### config.mk
export PLATFORM = sky130hd
export DESIGN_NAME = uart_rx
export DESIGN_NICKNAME = d
export VERILOG_FILES = /design/src/rtl/uart_pkg.sv /design/src/rtl/uart_rx_sync.sv /design/src/rtl/uart_rx.sv
export SDC_FILE = /design/constraint.sdc
export NUM_CORES = 1
export LEC_CHECK = 0
export ABC_CLOCK_PERIOD_IN_PS = 4100
export BUFFER_PORTS_ARGS = -buffer_cell sky130_fd_sc_hd__buf_4
export CAP_MARGIN = 10
export CORE_ASPECT_RATIO = 1.25
export CORE_MARGIN = 1
export CORE_UTILIZATION = 64
export CTS_BUF_LIST = sky130_fd_sc_hd__clkbuf_4 sky130_fd_sc_hd__clkbuf_8
export CTS_CLUSTER_SIZE = 8
export DETAILED_ROUTE_END_ITERATION = 7
export PLACE_DENSITY = 0.95
export SYNTH_ARGS = -nofsm -noshare
export SYNTH_HDL_FRONTEND = slang
export SYNTH_SLANG_ARGS = --single-unit
export TNS_END_PERCENT = 20
### constraint.sdc
create_clock -name clk -period 4.1 [get_ports clk]
set_input_delay 0.205 -clock clk [delete_from_list [all_inputs] [get_ports clk]]
set_output_delay 0.205 -clock clk [all_outputs]
set_load 0.03 [all_outputs]
### src/rtl/uart_pkg.sv
// rtl/uart_pkg.sv - shared UART constants and FSM state encoding (receiver and transmitter)
package uart_pkg;

    localparam int DATA_BITS        = 8;
    localparam int CLKS_PER_BIT_DEF = 16;

    typedef enum logic [2:0] {
        IDLE      = 3'd0,
        START     = 3'd1,
        DATA      = 3'd2,
        STOP      = 3'd3,
        WAIT_HIGH = 3'd4,
        PARITY    = 3'd5
    } uart_state_t;

endpackage

### src/rtl/uart_rx_sync.sv
// rtl/uart_rx_sync.sv - 2-flop rx synchroniser with falling-edge detect, flops reset to idle-high
module uart_rx_sync (
    input  logic clk,
    input  logic rst_n,
    input  logic rx,
    output logic rx_s,
    output logic fall
);

    logic r_meta;
    logic r_sync;
    logic r_prev;

    always_ff @(posedge clk or negedge rst_n) begin
        if (!rst_n) begin
            r_meta <= 1'b1;
            r_sync <= 1'b1;
            r_prev <= 1'b1;
        end else begin
            r_meta <= rx;
            r_sync <= r_meta;
            r_prev <= r_sync;
        end
    end

    assign rx_s = r_sync;
    assign fall = r_prev & ~r_sync;

endmodule

### src/rtl/uart_rx.sv
// rtl/uart_rx.sv - 8N1 UART receiver, centre-sampled; UART_RX_PARITY_EN adds an even-parity bit and parity_err
module uart_rx
    import uart_pkg::*;
#(
    parameter int CLKS_PER_BIT = uart_pkg::CLKS_PER_BIT_DEF,
    parameter int DATA_BITS    = uart_pkg::DATA_BITS
) (
    input  logic                 clk,
    input  logic                 rst_n,
    input  logic                 rx,
    output logic [DATA_BITS-1:0] data_out,
    output logic                 valid,
    output logic                 frame_err,
    output logic                 busy
`ifdef UART_RX_PARITY_EN
    ,
    output logic                 parity_err
`endif
);

    localparam int             CW     = $clog2(CLKS_PER_BIT);
    localparam logic [CW-1:0]  C_HALF = CW'(CLKS_PER_BIT / 2 - 1);
    localparam logic [CW-1:0]  C_FULL = CW'(CLKS_PER_BIT - 1);
    localparam logic [2:0]     C_LAST = 3'(DATA_BITS - 1);

    uart_state_t          r_state, w_state;
    logic [CW-1:0]        r_cnt, w_cnt;
    logic [2:0]           r_bit, w_bit;
    logic [DATA_BITS-1:0] r_shift, w_shift;
    logic [DATA_BITS-1:0] r_data, w_data;
    logic                 r_valid, w_valid;
    logic                 r_ferr, w_ferr;
`ifdef UART_RX_PARITY_EN
    logic                 r_par_bad, w_par_bad;
    logic                 r_perr, w_perr;
`endif
    logic                 w_rx_s;
    logic                 w_fall;

    uart_rx_sync u_sync (
        .clk   (clk),
        .rst_n (rst_n),
        .rx    (rx),
        .rx_s  (w_rx_s),
        .fall  (w_fall)
    );

    always_ff @(posedge clk or negedge rst_n) begin
        if (!rst_n) r_state <= IDLE;
        else        r_state <= w_state;
    end

    always_comb begin
        w_state = r_state;
        w_cnt   = r_cnt;
        w_bit   = r_bit;
        w_shift = r_shift;
        w_data  = r_data;
        w_valid = 1'b0;
        w_ferr  = 1'b0;
`ifdef UART_RX_PARITY_EN
        w_par_bad = r_par_bad;
        w_perr    = 1'b0;
`endif
        case (r_state)
            IDLE: begin
                if (w_fall) begin
                    w_state = START;
                    w_cnt   = '0;
                end
            end
            START: begin
                if (r_cnt == C_HALF) begin
                    w_cnt   = '0;
                    w_bit   = '0;
                    w_state = w_rx_s ? IDLE : DATA;
                end else begin
                    w_cnt = r_cnt + 1'b1;
                end
            end
            DATA: begin
                if (r_cnt == C_FULL) begin
                    w_cnt   = '0;
                    w_shift = {w_rx_s, r_shift[DATA_BITS-1:1]};
                    w_bit   = r_bit + 3'd1;
                    if (r_bit == C_LAST) begin
`ifdef UART_RX_PARITY_EN
                        w_state = PARITY;
`else
                        w_state = STOP;
`endif
                    end
                end else begin
                    w_cnt = r_cnt + 1'b1;
                end
            end
`ifdef UART_RX_PARITY_EN
            PARITY: begin
                if (r_cnt == C_FULL) begin
                    w_cnt     = '0;
                    w_par_bad = w_rx_s ^ (^r_shift);
                    w_state   = STOP;
                end else begin
                    w_cnt = r_cnt + 1'b1;
                end
            end
`endif
            STOP: begin
                if (r_cnt == C_FULL) begin
                    w_cnt = '0;
                    if (w_rx_s) begin
                        // Leaving at the stop-bit centre lets an immediately following start bit be caught
                        w_state = IDLE;
`ifdef UART_RX_PARITY_EN
                        if (r_par_bad) begin
                            w_perr = 1'b1;
                        end else begin
                            w_valid = 1'b1;
                            w_data  = r_shift;
                        end
`else
                        w_valid = 1'b1;
                        w_data  = r_shift;
`endif
                    end else begin
                        w_ferr  = 1'b1;
                        w_state = WAIT_HIGH;
                    end
                end else begin
                    w_cnt = r_cnt + 1'b1;
                end
            end
            WAIT_HIGH: begin
                if (w_rx_s) w_state = IDLE;
            end
            default: w_state = IDLE;
        endcase
    end

    always_ff @(posedge clk or negedge rst_n) begin
        if (!rst_n) begin
            r_cnt   <= '0;
            r_bit   <= '0;
            r_shift <= '0;
            r_data  <= '0;
            r_valid <= 1'b0;
            r_ferr  <= 1'b0;
`ifdef UART_RX_PARITY_EN
            r_par_bad <= 1'b0;
            r_perr    <= 1'b0;
`endif
        end else begin
            r_cnt   <= w_cnt;
            r_bit   <= w_bit;
            r_shift <= w_shift;
            r_data  <= w_data;
            r_valid <= w_valid;
            r_ferr  <= w_ferr;
`ifdef UART_RX_PARITY_EN
            r_par_bad <= w_par_bad;
            r_perr    <= w_perr;
`endif
        end
    end

    assign data_out  = r_data;
    assign valid     = r_valid;
    assign frame_err = r_ferr;
    assign busy      = (r_state != IDLE);
`ifdef UART_RX_PARITY_EN
    assign parity_err = r_perr;
`endif

endmodule

# Word level (Yosys, flattened, before mapping)

Index checks and enable logic that the tools add are counted.

$add $sub $neg: 2
Eq/ne operators: 13
Mux-type cells: 22
Bitwise gates (word level): 2
Reduce and logical (&&, ||, !) cells: 10

Operators by type and width:

| kind                                           | number |
|---|---|
| 2-to-1 mux 3 bit                               | 9 |
| case mux 3 bit (5 select lines)                | 1 |
| 2-to-1 mux 4 bit                               | 3 |
| case mux 4 bit (3 select lines)                | 1 |
| != test 2 bit (second input constant)          | 4 |
| == test 3 x 2 -> 1 bit (second input constant) | 2 |
| == test 3 bit (second input constant)          | 2 |
| 2-to-1 mux 1 bit                               | 6 |
| case mux 3 bit (2 select lines)                | 1 |
| AND reduction 3 bit                            | 2 |
| AND reduction 6 bit                            | 1 |
| nonzero test 3 bit                             | 2 |
| adder 4 x 1 -> 4 bit (second input constant)   | 1 |
| == test 4 x 3 -> 1 bit (second input constant) | 1 |
| == test 4 bit (second input constant)          | 1 |
| != test 2 x 1 -> 1 bit (second input constant) | 2 |
| AND reduction 2 bit                            | 2 |
| adder 3 x 1 -> 3 bit (second input constant)   | 1 |
| == test 3 x 1 -> 1 bit (second input constant) | 1 |
| logical NOT 3 bit                              | 1 |
| 2-to-1 mux 2 bit                               | 1 |
| nonzero test 2 bit                             | 1 |
| OR reduction 2 bit                             | 1 |
| bitwise AND 1 bit                              | 1 |
| inverter 1 bit                                 | 1 |

Flip-flop bits (word level): 31
Input bits: 3

# Depth between registers and ports, before layout

Word-level depth: 4
Gate-level depth with buffers: 6
Gate-level depth less buffers: 6

# Cells and area by module

From an unflattened synthesis, not the netlist that was laid out.

Cell total of the unflattened synthesis: 103
Area total of the unflattened synthesis: 1,340.0 sq um

Modules (own cells, without submodules):

| module       | times used | cells an instance | area an instance (sq um) |
|---|---|---|---|
| uart_rx      | 1          | 99                | 1,247.4 |
| uart_rx_sync | 1          | 4                 | 92.6 |

# Least setup slack after synthesis

No wires, ideal clock.

Path kind: register -> register
Start point: register r_cnt[0]
End point: register r_shift[1]
Library setup time: 0.128 ns
Arrival: 1.586 ns
Setup slack: 2.386 ns
Stages on the path, launching flop included: 7
Buffers on the path: 1
Cell sequence: dfrtp_1 > ha_1 > nor2b_1 > and4_1 > and2b_1 > buf_4 > mux2_1

Cells in the longest elaborated chain, start to end: 2

RTL lines:

| element                              | line           | text |
|---|---|---|
| start, declared                      | uart_rx.sv:27  | `logic [CW-1:0] r_cnt, w_cnt;` |
| start signal, assigned               | uart_rx.sv:153 | `r_cnt <= w_cnt;` |
| == test 4 bit                        | uart_rx.sv:82  | `if (r_cnt == C_FULL) begin` |
| AND reduction 2 bit (no source line) | n/a            |  |
| end signal, assigned                 | uart_rx.sv:155 | `r_shift <= w_shift;` |
| end, declared                        | uart_rx.sv:29  | `logic [DATA_BITS-1:0] r_shift, w_shift;` |

Every way passes these cells.
A chain may end at the register's enable or synchronous reset.

# Final worst setup path

Start point: register r_cnt[0]
End point: register r_shift[2]

Same word-level chain as after synthesis.

==> reports/results.tsv <==
metric	value	unit
simple-gate area share of the yosys netlist	0.0969	
die width	42.6	µm
Final WS setup	2.13	ns
R2R Setup Slk	2.13	ns
initial antenna violation count	0	
leakage	0.760	nW
Mapped Nets	106	
Mapped Cells	100	
met2 usage	0.336	
fraction of registers with async set/reset	1.00	
Fmax	508	MHz
final setup vio count	0	
outcome	complete, no violations	
core area	1960	µm²
WL final	2080	µm
Core Rows	18	
Slowest-stage cell, CP	and2b_1	
Post-Synth XOR/XNOR Area	0.00665	
Peak VDD IR	0.394	mV
IO Port Bufs	13	
post-synth top area share	0.532	
CTS tree	yes	
register area share after synthesis	0.592	
Residual DRC	0	
gr busiest metal	met2	
post-route core utilization	0.757	
CP max stage delay	0.41	ns
r2r startpoint	r_cnt[0]	
Avg Cell Area, Syn	13.2	µm²
GRT Util Overall	0.213	
clk_lat worst skew	0.33	ns
Final GP Congestion	0.772	
worst min path class	in2async	
Post-synth EDFFs	0	
GR Layer Usage met3	0.0621	
mux cell area share after synthesis	0.157	
drt pass-1 iters	5	
RSZ-0062 raised after global routing	no	
most common library cells after synthesis	28 x dfrtp_1, 11 x mux2_2, 6 x mux2_1, 6 x nor2_1	
Yosys cell types	32	
Slew Limit Fails	0	
final hold vios	0	
top_reg_cell synth	dfrtp_1	
ratio of final minimum period to clock period	0.481	
PwrDens	523	nW/µm²
layout cells sized above 1	0.322	
worst-margin pin slew	0.425	ns
Fin Setup TNS	0	ns
Min Hold Slack	0.326	ns
CTS sink count	31	
DRT antenna net count	0	
register area	779	µm²
Area Overhead vs Synth	12.6	%
main combinational cell family by area after synthesis	multiplexers	
DRT iter0 DRCs	11	
clk slew on worst S/H paths	0.09	ns
WS Path Type	reg2reg	
largest net degree at the start of global routing	32	
Critical Path, Cell by Cell	ha_1 > nor2b_1 > and4_1 > and2b_1 > mux2_2	
met1 Resource Use GR	0.258	
Synth Area in Adders	0.0285	
min cycle time layout	1.97	ns
Clock Path Buffers	2	
first-pass GRT wire length	3320	µm
most common cell in the synthesized netlist	dfrtp_1	
fill cell count	123	
Synth Area in Compound Gates	0.0912	
detailed-route via count	846	
Ys Warns	0	
DIE AREA	2250	µm²
vias in the first global route	744	
Multi-input gate area	500	µm²
Synth Register Bits	31	
critical path peak fanout	11	
Reg2Reg Depth	5	
cts repair resizes	0	
Chip Height	52.7	µm
GRT overflow	0	
Root Buffer	clkbuf_4	
Cell Area, Synth	1320	µm²
nets	123	
Starting Density	0.672	
Critical Path RT	4.31	ns
number of buffers created by CTS	5	
leading post-synthesis cells by cell area	dfrtp_1 53%, mux2_2 9.4%, dfstp_2 6.0%	
maxcap violations	0	
# IOs	14	
Crit. End Element	register	
worst relative slew slack	0.717	
per-cell routed wire length	15.1	µm
R2R Path End	r_shift[2]	
hpwl dp	1420	µm
WP data arrival	2.18	ns
via/cell ratio	6.13	
cell taking the most area after synthesis	dfrtp_1	
diodes inserted	0	
Startpoint Class	register	
Post-Place Setup Slack	2.16	ns
Clock Skews	0.00576	ns
CTS H-tree lvls	2	
==> timing repair <==
action,4_1_cts,5_1_grt
hold endpoints to repair,29,0
buffers inserted,0,0
hold buffers,2,0
==> cells in the final DEF, fill, tap and decap left out, drive strengths merged <==
master / count
a21oi: 3
dfstp: 3
clkinv: 1
and2b: 1
nand2b: 1
mux2: 18
clkbuf: 7
o21ai: 6
dlygate4sd3: 2
or3: 1
a311o: 1
a31oi: 1
nor2b: 2
xnor2: 1
nor3b: 1
or4b: 1
inv: 1
nand3: 4
dfrtp: 28
o2bb2ai: 1
buf: 13
and4: 1
ha: 3
nor2: 6
nand2: 5
a2111oi: 1
a21o: 2
a22o: 3
==> layout make-up <==
type | instances | area share
Clock inverter | 1 | 0.00337
Multi-Input combinational cell | 63 | 0.337
Timing Repair Buffer | 15 | 0.0793
Clock buffer | 7 | 0.0354
Tap cell | 20 | 0.0169
Sequential cell | 31 | 0.525
Inverter | 1 | 0.00253
==> report_power, final <==
| group | internal [W] | switching, W | leakage [nW] |
|---|---|---|---|
| clock | 0.0000799 | 0.0000968 | 0.0361 |
| combinational | 0.0000927 | 0.0000865 | 0.318 |
| sequential | 0.000357 | 0.0000635 | 0.405 |
==> stage by stage <==
step | instance area (µm²) | instances | power [W]
6_report | 1480 | 138 | 0.000777
5_1_grt | 1480 | 138 | 0.000818
4_1_cts | 1480 | 138 | 0.000782
3_5_place_dp | 1410 | 128 | 0.000603
3_3_place_gp | 1410 | 128 | 0.000587
2_1_floorplan | 1320 | 100 | 0.000557
==> logic make-up after synthesis <==
family	Yosys count
DFF	31
xor gates and xnor gates	1
AOI/OAI and AO/OA	18
muxes	18
adders and majority gates	3
buffers and inverters	6
and+or+nand+nor	23
==> per-layer routing <==
| layer | part of all wire | up-vias |
|---|---|---|
| met5 | 0 | - |
| met4 | 0.025 | 0 |
| met3 | 0.052 | 5 |
| met2 | 0.51 | 27 |
| met1 | 0.41 | 420 |
| li1 | - | 394 |
==> how the worst max path moves through the flow <==
stage / from / to / slack (ns) / cells after the start
after floorplan: r_cnt[0] / r_shift[1] / 2.39 / 6
after global placement: r_cnt[0] / r_shift[4] / 2.23 / 5
after detailed placement: r_cnt[0] / r_shift[5] / 2.16 / 5
after CTS: r_cnt[0] / r_shift[2] / 2.13 / 5
after global routing: r_cnt[0] / r_shift[2] / 2.00 / 5
final: r_cnt[0] / r_shift[2] / 2.13 / 5
==> flip-flops by register name (all words and copies together), names as in the netlist, 3 cells and up <==
name and count:
r_bit 3, data_out 8, r_state 3, r_cnt 4, r_shift 8
==> critical path: cells and delay by family (launching register included) <==
family / cells / cell delay [ns]
mux: 1 / 0.39
flops: 1 / 0.40
simple gates: 3 / 0.88
fa+ha+maj: 1 / 0.19
No activity file was read; power rests on OpenSTA's default activity.
